--- config.mk ---
export PLATFORM = sky130hd
export DESIGN_NAME = instr_aligner_flat
export DESIGN_NICKNAME = d
export VERILOG_FILES = /design/src/rtl/instr_aligner_if.sv /design/src/rtl/instr_aligner.sv /design/src/flat_wrapper.sv
export SDC_FILE = /design/constraint.sdc
export NUM_CORES = 1
export LEC_CHECK = 0
export ABC_AREA = 1
export CAP_MARGIN = 20
export CORE_UTILIZATION = 30
export CTS_CLUSTER_DIAMETER = 40
export DETAILED_ROUTE_END_ITERATION = 16
export PLACE_DENSITY_LB_ADDON = 0.2
export SYNTH_ARGS = -nofsm -noshare
export SYNTH_HDL_FRONTEND = slang
export SYNTH_SLANG_ARGS = --single-unit
--- constraint.sdc ---
create_clock -name clk -period 4.5 [get_ports clk]
set_input_delay 0.45 -clock clk [delete_from_list [all_inputs] [get_ports clk]]
set_output_delay 0.45 -clock clk [all_outputs]
set_load 0.005 [all_outputs]
--- src/rtl/instr_aligner_if.sv ---
// Bundles the instruction aligner's datapath signals.
//
// Signals:
//   stall_i       - hazard stall; the head instruction is held while high
//   redirect_i    - taken branch/jump; flushes and restarts fetch
//   redirect_pc_i - redirect target (halfword aligned)
//   imem_req_o    - fetch request strobe, accepted in the cycle it is high
//   imem_addr_o   - word-aligned fetch address
//   imem_valid_i  - response strobe for the single outstanding request
//   imem_rdata_i  - response data word
//   instr_o       - aligned instruction (NOP when nothing is available)
//   PC_o          - address of the instruction on instr_o
//   compress_o    - instr_o holds a 16-bit instruction in its low half
//   valid_o       - instr_o/PC_o/compress_o describe a complete instruction
//
// Modports: slave = the aligner, master = the fetch/decode environment.
interface instr_aligner_if;
    logic        stall_i;
    logic        redirect_i;
    logic [31:0] redirect_pc_i;
    logic        imem_req_o;
    logic [31:0] imem_addr_o;
    logic        imem_valid_i;
    logic [31:0] imem_rdata_i;
    logic [31:0] instr_o;
    logic [31:0] PC_o;
    logic        compress_o;
    logic        valid_o;

    modport slave (
        input  stall_i, redirect_i, redirect_pc_i, imem_valid_i, imem_rdata_i,
        output imem_req_o, imem_addr_o, instr_o, PC_o, compress_o, valid_o
    );

    modport master (
        output stall_i, redirect_i, redirect_pc_i, imem_valid_i, imem_rdata_i,
        input  imem_req_o, imem_addr_o, instr_o, PC_o, compress_o, valid_o
    );
endinterface

--- src/rtl/instr_aligner.sv ---
// Instruction aligner for a fetch unit supporting 16-bit compressed and
// 32-bit instructions. Word-sized fetch responses are split into halfwords
// and kept in a 4-entry FIFO; the head of the FIFO is presented as one
// complete instruction per cycle to the IF/ID register.
//
// Ports:
//   clk   - rising-edge clock
//   rst_n - synchronous, active-low reset
//   bus   - instr_aligner_if.slave (stall/redirect in, imem request and
//           response, aligned instruction out)
module instr_aligner (
    input  logic             clk,
    input  logic             rst_n,
    instr_aligner_if.slave   bus
);

    localparam logic [31:0] NOP_INSTR = 32'h0000_0013;

    // Halfword FIFO, slot 0 is the head.
    logic [3:0][15:0] buf_reg;
    logic [3:0][15:0] buf_next;
    logic [2:0]       count_reg, count_next;
    logic [31:0]      fetch_pc_reg, fetch_pc_next;
    logic [31:0]      cur_pc_reg, cur_pc_next;
    logic             outstanding_reg, outstanding_next;
    logic             discard_reg, discard_next;
    logic             drop_low_reg, drop_low_next;

    logic [15:0] head_hw;
    logic [15:0] second_hw;
    logic        head_is_c;
    logic [2:0]  need_cnt;
    logic        out_valid;
    logic        consume;
    logic [2:0]  pop_cnt;
    logic [2:0]  keep_cnt;
    logic        req;
    logic        resp_take;
    logic [2:0]  push_cnt;
    logic [15:0] push_hw0;
    logic [15:0] push_hw1;

    assign head_hw   = buf_reg[0];
    assign second_hw = buf_reg[1];
    assign head_is_c = (head_hw[1:0] != 2'b11);
    assign need_cnt  = head_is_c ? 3'd1 : 3'd2;
    assign out_valid = (count_reg >= need_cnt);

    // A redirect wins over everything: no consume, no request, no push.
    assign consume  = out_valid && !bus.stall_i && !bus.redirect_i;
    assign pop_cnt  = consume ? need_cnt : 3'd0;
    assign keep_cnt = count_reg - pop_cnt;

    // Gated by rst_n so no request escapes while reset is held.
    assign req = rst_n && (count_reg <= 3'd2) && !outstanding_reg && !bus.redirect_i;

    // A request is only issued with at most 2 halfwords buffered and only one
    // is ever in flight, so a push can never overflow the 4 slots.
    assign resp_take = bus.imem_valid_i && outstanding_reg && !discard_reg && !bus.redirect_i;
    assign push_cnt  = resp_take ? (drop_low_reg ? 3'd1 : 3'd2) : 3'd0;
    // After a redirect to an odd halfword, the low half of the first word
    // lies before the target and is skipped.
    assign push_hw0  = drop_low_reg ? bus.imem_rdata_i[31:16] : bus.imem_rdata_i[15:0];
    assign push_hw1  = bus.imem_rdata_i[31:16];

    // Per-slot next value: survivors shift down by the popped amount, new
    // halfwords land right behind the survivors.
    for (genvar gi = 0; gi < 4; gi++) begin : g_slot
        localparam logic [2:0] SLOT = 3'(gi);
        logic [1:0] src_idx;
        assign src_idx = 2'(SLOT + pop_cnt);
        assign buf_next[gi] = (SLOT < keep_cnt)                                  ? buf_reg[src_idx] :
                              (push_cnt != 3'd0 && SLOT == keep_cnt)             ? push_hw0 :
                              (push_cnt == 3'd2 && SLOT == keep_cnt + 3'd1)      ? push_hw1 :
                                                                                   buf_reg[gi];
    end

    always_comb begin
        count_next       = keep_cnt + push_cnt;
        fetch_pc_next    = fetch_pc_reg;
        cur_pc_next      = cur_pc_reg;
        outstanding_next = outstanding_reg;
        discard_next     = discard_reg;
        drop_low_next    = drop_low_reg;

        if (bus.redirect_i) begin
            count_next    = 3'd0;
            cur_pc_next   = bus.redirect_pc_i;
            fetch_pc_next = {bus.redirect_pc_i[31:2], 2'b00};
            drop_low_next = bus.redirect_pc_i[1];
            if (outstanding_reg) begin
                if (bus.imem_valid_i) begin
                    // Response arrives in the redirect cycle: simply dropped.
                    outstanding_next = 1'b0;
                    discard_next     = 1'b0;
                end else begin
                    // Still in flight: remember to throw it away on arrival.
                    discard_next = 1'b1;
                end
            end
        end else begin
            if (consume) begin
                cur_pc_next = cur_pc_reg + (head_is_c ? 32'd2 : 32'd4);
            end
            if (req) begin
                outstanding_next = 1'b1;
                fetch_pc_next    = fetch_pc_reg + 32'd4;
            end
            if (bus.imem_valid_i && outstanding_reg) begin
                outstanding_next = 1'b0;
                discard_next     = 1'b0;
                if (!discard_reg) begin
                    drop_low_next = 1'b0;
                end
            end
        end
    end

    always_ff @(posedge clk) begin
        if (!rst_n) begin
            count_reg       <= 3'd0;
            fetch_pc_reg    <= 32'd0;
            cur_pc_reg      <= 32'd0;
            outstanding_reg <= 1'b0;
            discard_reg     <= 1'b0;
            drop_low_reg    <= 1'b0;
        end else begin
            count_reg       <= count_next;
            fetch_pc_reg    <= fetch_pc_next;
            cur_pc_reg      <= cur_pc_next;
            outstanding_reg <= outstanding_next;
            discard_reg     <= discard_next;
            drop_low_reg    <= drop_low_next;
        end
    end

    // Buffer contents are qualified by count_reg, so no reset is needed.
    always_ff @(posedge clk) begin
        buf_reg <= buf_next;
    end

    assign bus.imem_req_o  = req;
    assign bus.imem_addr_o = fetch_pc_reg;
    assign bus.valid_o     = out_valid;
    assign bus.compress_o  = out_valid && head_is_c;
    assign bus.PC_o        = cur_pc_reg;
    assign bus.instr_o     = !out_valid ? NOP_INSTR :
                             head_is_c  ? {16'h0000, head_hw} :
                                          {second_hw, head_hw};

endmodule

--- src/flat_wrapper.sv ---
// flat-port wrapper written by rule: the top's interface ports become plain ports
module instr_aligner_flat 
  (clk, rst_n, bus_stall_i, bus_redirect_i, bus_redirect_pc_i, bus_imem_valid_i, bus_imem_rdata_i, bus_imem_req_o, bus_imem_addr_o, bus_instr_o, bus_PC_o, bus_compress_o, bus_valid_o);
  instr_aligner_if bus_i ();
  input  logic clk;
  input  logic rst_n;
  input wire logic [$bits(bus_i.stall_i)-1:0] bus_stall_i;
  input wire logic [$bits(bus_i.redirect_i)-1:0] bus_redirect_i;
  input wire logic [$bits(bus_i.redirect_pc_i)-1:0] bus_redirect_pc_i;
  input wire logic [$bits(bus_i.imem_valid_i)-1:0] bus_imem_valid_i;
  input wire logic [$bits(bus_i.imem_rdata_i)-1:0] bus_imem_rdata_i;
  output wire logic [$bits(bus_i.imem_req_o)-1:0] bus_imem_req_o;
  output wire logic [$bits(bus_i.imem_addr_o)-1:0] bus_imem_addr_o;
  output wire logic [$bits(bus_i.instr_o)-1:0] bus_instr_o;
  output wire logic [$bits(bus_i.PC_o)-1:0] bus_PC_o;
  output wire logic [$bits(bus_i.compress_o)-1:0] bus_compress_o;
  output wire logic [$bits(bus_i.valid_o)-1:0] bus_valid_o;
  assign bus_i.stall_i = bus_stall_i;
  assign bus_i.redirect_i = bus_redirect_i;
  assign bus_i.redirect_pc_i = bus_redirect_pc_i;
  assign bus_i.imem_valid_i = bus_imem_valid_i;
  assign bus_i.imem_rdata_i = bus_imem_rdata_i;
  assign bus_imem_req_o = bus_i.imem_req_o;
  assign bus_imem_addr_o = bus_i.imem_addr_o;
  assign bus_instr_o = bus_i.instr_o;
  assign bus_PC_o = bus_i.PC_o;
  assign bus_compress_o = bus_i.compress_o;
  assign bus_valid_o = bus_i.valid_o;
  instr_aligner u_core (.clk(clk), .rst_n(rst_n), .bus(bus_i));
endmodule
======== After elaboration in Yosys (flattened, before gate mapping) ========
Cells that the tools add are included.
operators by class
  $add $sub $neg .......................... 8
  magnitude comparators ................... 10
  equality and inequality tests ........... 10
  muxes and demuxes ....................... 43
  bitwise gates (word level) .............. 1
  reductions and logical operators ........ 35
operator list
  cell                                                        count
  2-to-1 mux 16 bit                                           17
  2-to-1 mux 32 bit                                           6
  binary-select mux 16 bit (select 2 bit)                     4
  adder 32 x 3 -> 32 bit, second input constant               1
  adder 32 bit                                                1
  nonzero test 3 bit                                          6
  logical AND 1 bit                                           17
  == test 2 x 3 -> 1 bit, first input constant                4
  less-than comparator 2 x 3 -> 1 bit, second input constant  4
  2-to-1 mux 1 bit                                            11
  == test 1 x 3 -> 1 bit, first input constant                2
  zero test 3 bit                                             2
  less-than comparator 1 x 3 -> 1 bit, first input constant   2
  less-than comparator 2 x 3 -> 1 bit, first input constant   2
  2-to-1 mux 2 bit                                            3
  2-to-1 mux 3 bit                                            2
  nonzero test 2 bit                                          3
  adder 2 bit, first input constant                           2
  zero test 1 bit                                             4
  inequality test 2 bit, second input constant                2
  AND reduction 2 bit                                         2
  adder 3 x 1 -> 3 bit, second input constant                 1
  adder 3 bit                                                 1
  == test 3 x 2 -> 1 bit, second input constant               1
  7 further kinds                                             7
word-level totals
  bits in registers ....................... 134
  output and inout port bits .............. 99
  logic and storage cells ................. 118

======== Longest topological paths before layout ========
  depth after elaboration ................. 13
  depth in mapped cells ................... 23
  depth with buffers taken out ............ 20

======== Worst setup path before layout ========
No wires, ideal clock.
  path type ............................... reg2reg
  from .................................... register u_core.buf_reg, in the netlist u_core.head_hw[1]
  to ...................................... register u_core.buf_reg[48] (netlist name) (enable)
  setup time .............................. 411 ps
  arrival ................................. 4204 ps
  required time ........................... 4089 ps
  path slack .............................. -115 ps
  cell stages (with the launch flop) ...... 18
  clock period less this slack ............ 4615 ps
  cell sequence ........................... edfxtp_1 > nand2_1 > ha_1 > o21ai_2 > a21oi_2 > nand2_2 > nor2_1 > buf_4 > buf_4 > ha_1 > inv_1 > fa_1 > nand2_1 > nand2_4 > inv_2 > nand4_4 > buf_2 > o21ai_0
on the way
  word-level cells in the longest chain between the ends .. 11
ends and longest elaborated chain
  element                                  RTL line              text
  start, declared                          instr_aligner.sv:20   logic [3:0][15:0] buf_reg;
  start signal, assigned                   instr_aligner.sv:139  buf_reg <= buf_next;
  inequality test 2 bit (*)                instr_aligner.sv:45   assign head_is_c = (head_hw[1:0] != 2'b11);
  2-to-1 mux 2 bit (*)                     instr_aligner.sv:46   assign need_cnt = head_is_c ? 3'd1 : 3'd2;
  greater-or-equal comparator 3 bit        instr_aligner.sv:47   assign out_valid = (count_reg >= need_cnt);
  logical AND 1 bit (2 in a row)           instr_aligner.sv:50   assign consume = out_valid && !bus.stall_i && !bus.redirect_i;
  2-to-1 mux 2 bit (*)                     instr_aligner.sv:51   assign pop_cnt = consume ? need_cnt : 3'd0;
  subtractor 3 bit (*)                     instr_aligner.sv:52   assign keep_cnt = count_reg - pop_cnt;
  adder 3 x 1 -> 3 bit                     instr_aligner.sv:74   (push_cnt == 3'd2 && SLOT == keep_cnt + 3'd1) ? push_hw1 :
  == test 2 x 3 -> 1 bit                   instr_aligner.sv:74
  logical AND 1 bit                        instr_aligner.sv:74
  nonzero test 3 bit (no source line) (*)  --
Every way passes the cells marked *; elsewhere a longest branch is shown, timed or not.
A chain may end at the register's enable or synchronous reset.

======== Worst setup path after layout ========
  from .................................... register u_core.buf_reg, in the netlist u_core.head_hw[1]
  to ...................................... register u_core.buf_reg[50] (netlist name) (enable)
Same word-level chain as after synthesis.

==> summary.md <==
| Metric | Value |
|---|---|
| Crit Path Max Fanout | 15 |
| CTS Buf Count | 17 |
| Critical-path cell list | nand2_1, ha_1, o21ai_2, a21oi_2, nand2_2, nor2_2, ha_1, inv_1, fa_1, nand2_1, nor3_4, nor2_4, o21ai_1, buf_4 |
| R2R Setup Slk | approximately 0.56 ns |
| Clk slew on worst S/H paths | ~0.060 ns |
| Max-slew violations | 0 |
| RSZ-0062 raised after global routing | no |
| Worst r2r src | u_core.head_hw[1]$_DFFE_PP_ |
| Nets | around 1,700 |
| Detail Route Antenna Nets | 0 |
| Crit start category | flip-flop |
| Post-CTS resize count | 0 |
| Syn Std Cell Area | about 0.0096 mm² |
| Cell variety after synth | 43 |
| Clk root buf | clkbuf_16 |
| Share of cells above drive strength 1 | under 10% |
| WP data arrival | approximately 4.1 ns |
| Post-synth top area share | ~20% |
| Synth top area cells | edfxtp_1 (20%), nand2_1 (18%), dfxtp_1 (14%), inv_1 (6.9%), nor2_1 (6.9%) |
| Iteration count of the initial detailed-routing pass | 11 |
| Core ar. | ~0.031 mm² |
| Post-CTS setup buffers | 0 |
| P&R area growth vs syn | 27.4% |
| DR iter-0 viols | approximately 1,000 |
| Final period util | roughly 88% |
| Final Hold Fails | 0 |
| Most frequent cell after synthesis | nand2_1 |
| CP endpoint | u_core.buf_reg[50]$_DFFE_PP_ |
| Met1 usage in global routing | 27.8% |
| Crit. Startpoint | u_core.head_hw[1]$_DFFE_PP_ |
| Status | complete, but fails checks |
| Failing checks | DRC |
| Seq/Total Area, Yosys | about a third |
| H-Tree Depth | 4 |
| Critical path class | reg -> reg |
| Global route overflow | 0 |
| Hold/Removal Path Class | reg -> reg |
| Synth Warn # | 0 |
| Initial Utilization | between 30% and 40% |
| RD Place Congestion | between 0.8 and 0.9 |
| Post-DP HPWL | 25.8 mm |
| Synth cell count leaders | nand2_1 (461), inv_1 (176), nor2_1 (176), a21oi_1 (123), o21ai_0 (114) |
| Slowest-stage cell, CP | fa_1 |
| CTS Hold Bufs | 0 |
| Leak | just under 5 nW |
| Clock Path Buffers | 2 |
| Largest net degree at the start of global routing | just under 80 |
| DR vias | 10,434 |
| MaxCap Viol Count | 0 |
| Power per cell area | 566 mW/mm² |
| Worst VDD drop | 0.336 mV |
| # port buffers | ~170 |
| First-pass GRT wire length | around 56 mm |
| Slew margin rel. | 42.1% |
| Worst skew pair latency | around 0.43 ns |
| Post-synth ARST share | 0% |
| Post-layout power | around 0.0069 W |
| Met2 usage in global routing | 37.3% |
| #FFs+latches synth | 132 |
| Leading area contributor after synthesis | edfxtp_1 |
| Worst Path Required | 4.62 ns |
| Worst slew pin tran | 0.869 ns |
| Vias in the first global route | slightly below 10,000 |
| Die X | between 150 and 200 µm |
| Post-layout util | 38.8% |
| I/O pin total | roughly 170 |
| Final setup viols | 0 |
| GR Layer Usage met3 | under 10% |
| Period minus WS final | a little under 4 ns |
| Post-synth top flop | dfxtp_1 |
| Fmax | ~250 MHz |
| Die height | between 150 and 200 µm |
| Worst Clk Skew | about 0.011 ns |
| Wire per inst | about 18 µm |
| FP Rows | 65 |
| # clock sinks | around 130 |
| Reg-to-reg critical path endpoint | u_core.buf_reg[50]$_DFFE_PP_ |
| Mapped Cells | 1,503 |
| TNS Setup | 0 ns |
| Reg2Reg Depth | 14 |
| Syn_area_per_cell | 6.38 µm² |
| Initial antenna violation count | 4 |
| Most used routing layer | met2 |
| Vias per cell | 5.05 |
| CTS tree | yes |
| Total Routed Length | roughly 36 mm |
| Critical Path Sink Type | flip-flop |
| Number of synthesized flops with an enable pin | 64 |
| Residual DRC | 8 |
| Biggest cell delay along the critical path | around 0.69 ns |
| DIE AREA | around 0.033 mm² |
| Layout filler cell count | 3,365 |
| Total track usage | 22.1% |
critical path: cells and delay by family (launching register included):
kind | cells | cell delay (ns)
fa+ha+maj | 3 | 1.20
buf+inv | 2 | 0.36
compound gates | 3 | 0.60
simple gates | 6 | 1.03
flops | 1 | 0.46
area by class of cell:
| type | instances | area, µm² | area share (%) |
|---|---|---|---|
| antenna | 2 | 5.00 | 0.0409 |
| clock buffer | 17 | 425 | 3.48 |
| clock inverter | 15 | 180 | 1.47 |
| inverter | 185 | 694 | 5.68 |
| multi-input combinational | 1121 | 5290 | 43.2 |
| sequential | 132 | 3280 | 26.9 |
| tap | 402 | 503 | 4.12 |
| timing repair buffer | 191 | 1850 | 15.1 |
metrics by stage:
stage / instance area [µm²] / hold WS [ns] / setup WS, ns / cells
detailed placement: 11600 / 0.486 / 0.576 / 2031
global placement: 11600 / 0.472 / 0.645 / 2031
floorplan: 9590 / 0.457 / 0.194 / 1504
CTS: 12200 / 0.504 / 0.560 / 2063
finish: 12200 / 0.497 / 0.558 / 2065
global route: 12200 / 0.560 / 0.293 / 2063
kinds of logic (layout without fill, tap and decap cells):
kind of cell,Yosys count,in the layout,synth area share [%]
fa+ha+maj,10,10,1.54
simple gates,783,783,33.7
other cells,1,4,0.0391
xor+xnor,20,20,1.83
mux,1,1,0.104
flops,132,132,34.2
compound gates,305,305,17.8
buf+inv,251,408,10.7
worst min-delay path by stage:
stage | from | to | slack [ns] | cells after the start
floorplan | u_core.discard_reg$_SDFFE_PN0P_ | u_core.discard_reg$_SDFFE_PN0P_ | 0.46 | 2
global placement | u_core.discard_reg$_SDFFE_PN0P_ | u_core.discard_reg$_SDFFE_PN0P_ | 0.47 | 2
detailed placement | u_core.discard_reg$_SDFFE_PN0P_ | u_core.discard_reg$_SDFFE_PN0P_ | 0.49 | 2
CTS | u_core.discard_reg$_SDFFE_PN0P_ | u_core.discard_reg$_SDFFE_PN0P_ | 0.50 | 2
global route | u_core.discard_reg$_SDFFE_PN0P_ | u_core.discard_reg$_SDFFE_PN0P_ | 0.56 | 2
finish | u_core.discard_reg$_SDFFE_PN0P_ | u_core.discard_reg$_SDFFE_PN0P_ | 0.50 | 2
routing by layer:
metal	up-vias	routed length [µm]	part of all wire [%]
met5	-	28	0.077
met4	4	916	2.5
met3	56	2580	7.1
met2	410	16900	47
met1	4804	15800	44
li1	5160	-	-
cell usage in the layout, fill, tap and decap left out, types with 14 or more instances in the layout:
| master | synthesis | final |
|---|---|---|
| a22oi_1 | 18 | 18 |
| o21ai_0 | 114 | 113 |
| a21oi_1 | 123 | 123 |
| inv_1 | 176 | 176 |
| xor2_1 | 16 | 16 |
| nor2_1 | 176 | 175 |
| buf_4 | 8 | 26 |
| o211ai_1 | 16 | 16 |
| edfxtp_1 | 64 | 64 |
| nand3_1 | 100 | 100 |
| nand2_1 | 461 | 461 |
| dfxtp_1 | 68 | 68 |
| or2_2 | 14 | 14 |
| clkbuf_16 | 0 | 17 |
| clkdlybuf4s50_1 | 0 | 165 |
where the power goes:
group,internal [W],switching [W],leakage [nW]
logic,0.00117,0.00217,3.41
registers,0.00186,0.000250,1.16
clock network,0.000876,0.000602,0.288
total,0.00390,0.00302,4.86
Note: power is estimated with default switching activity, not from simulation.
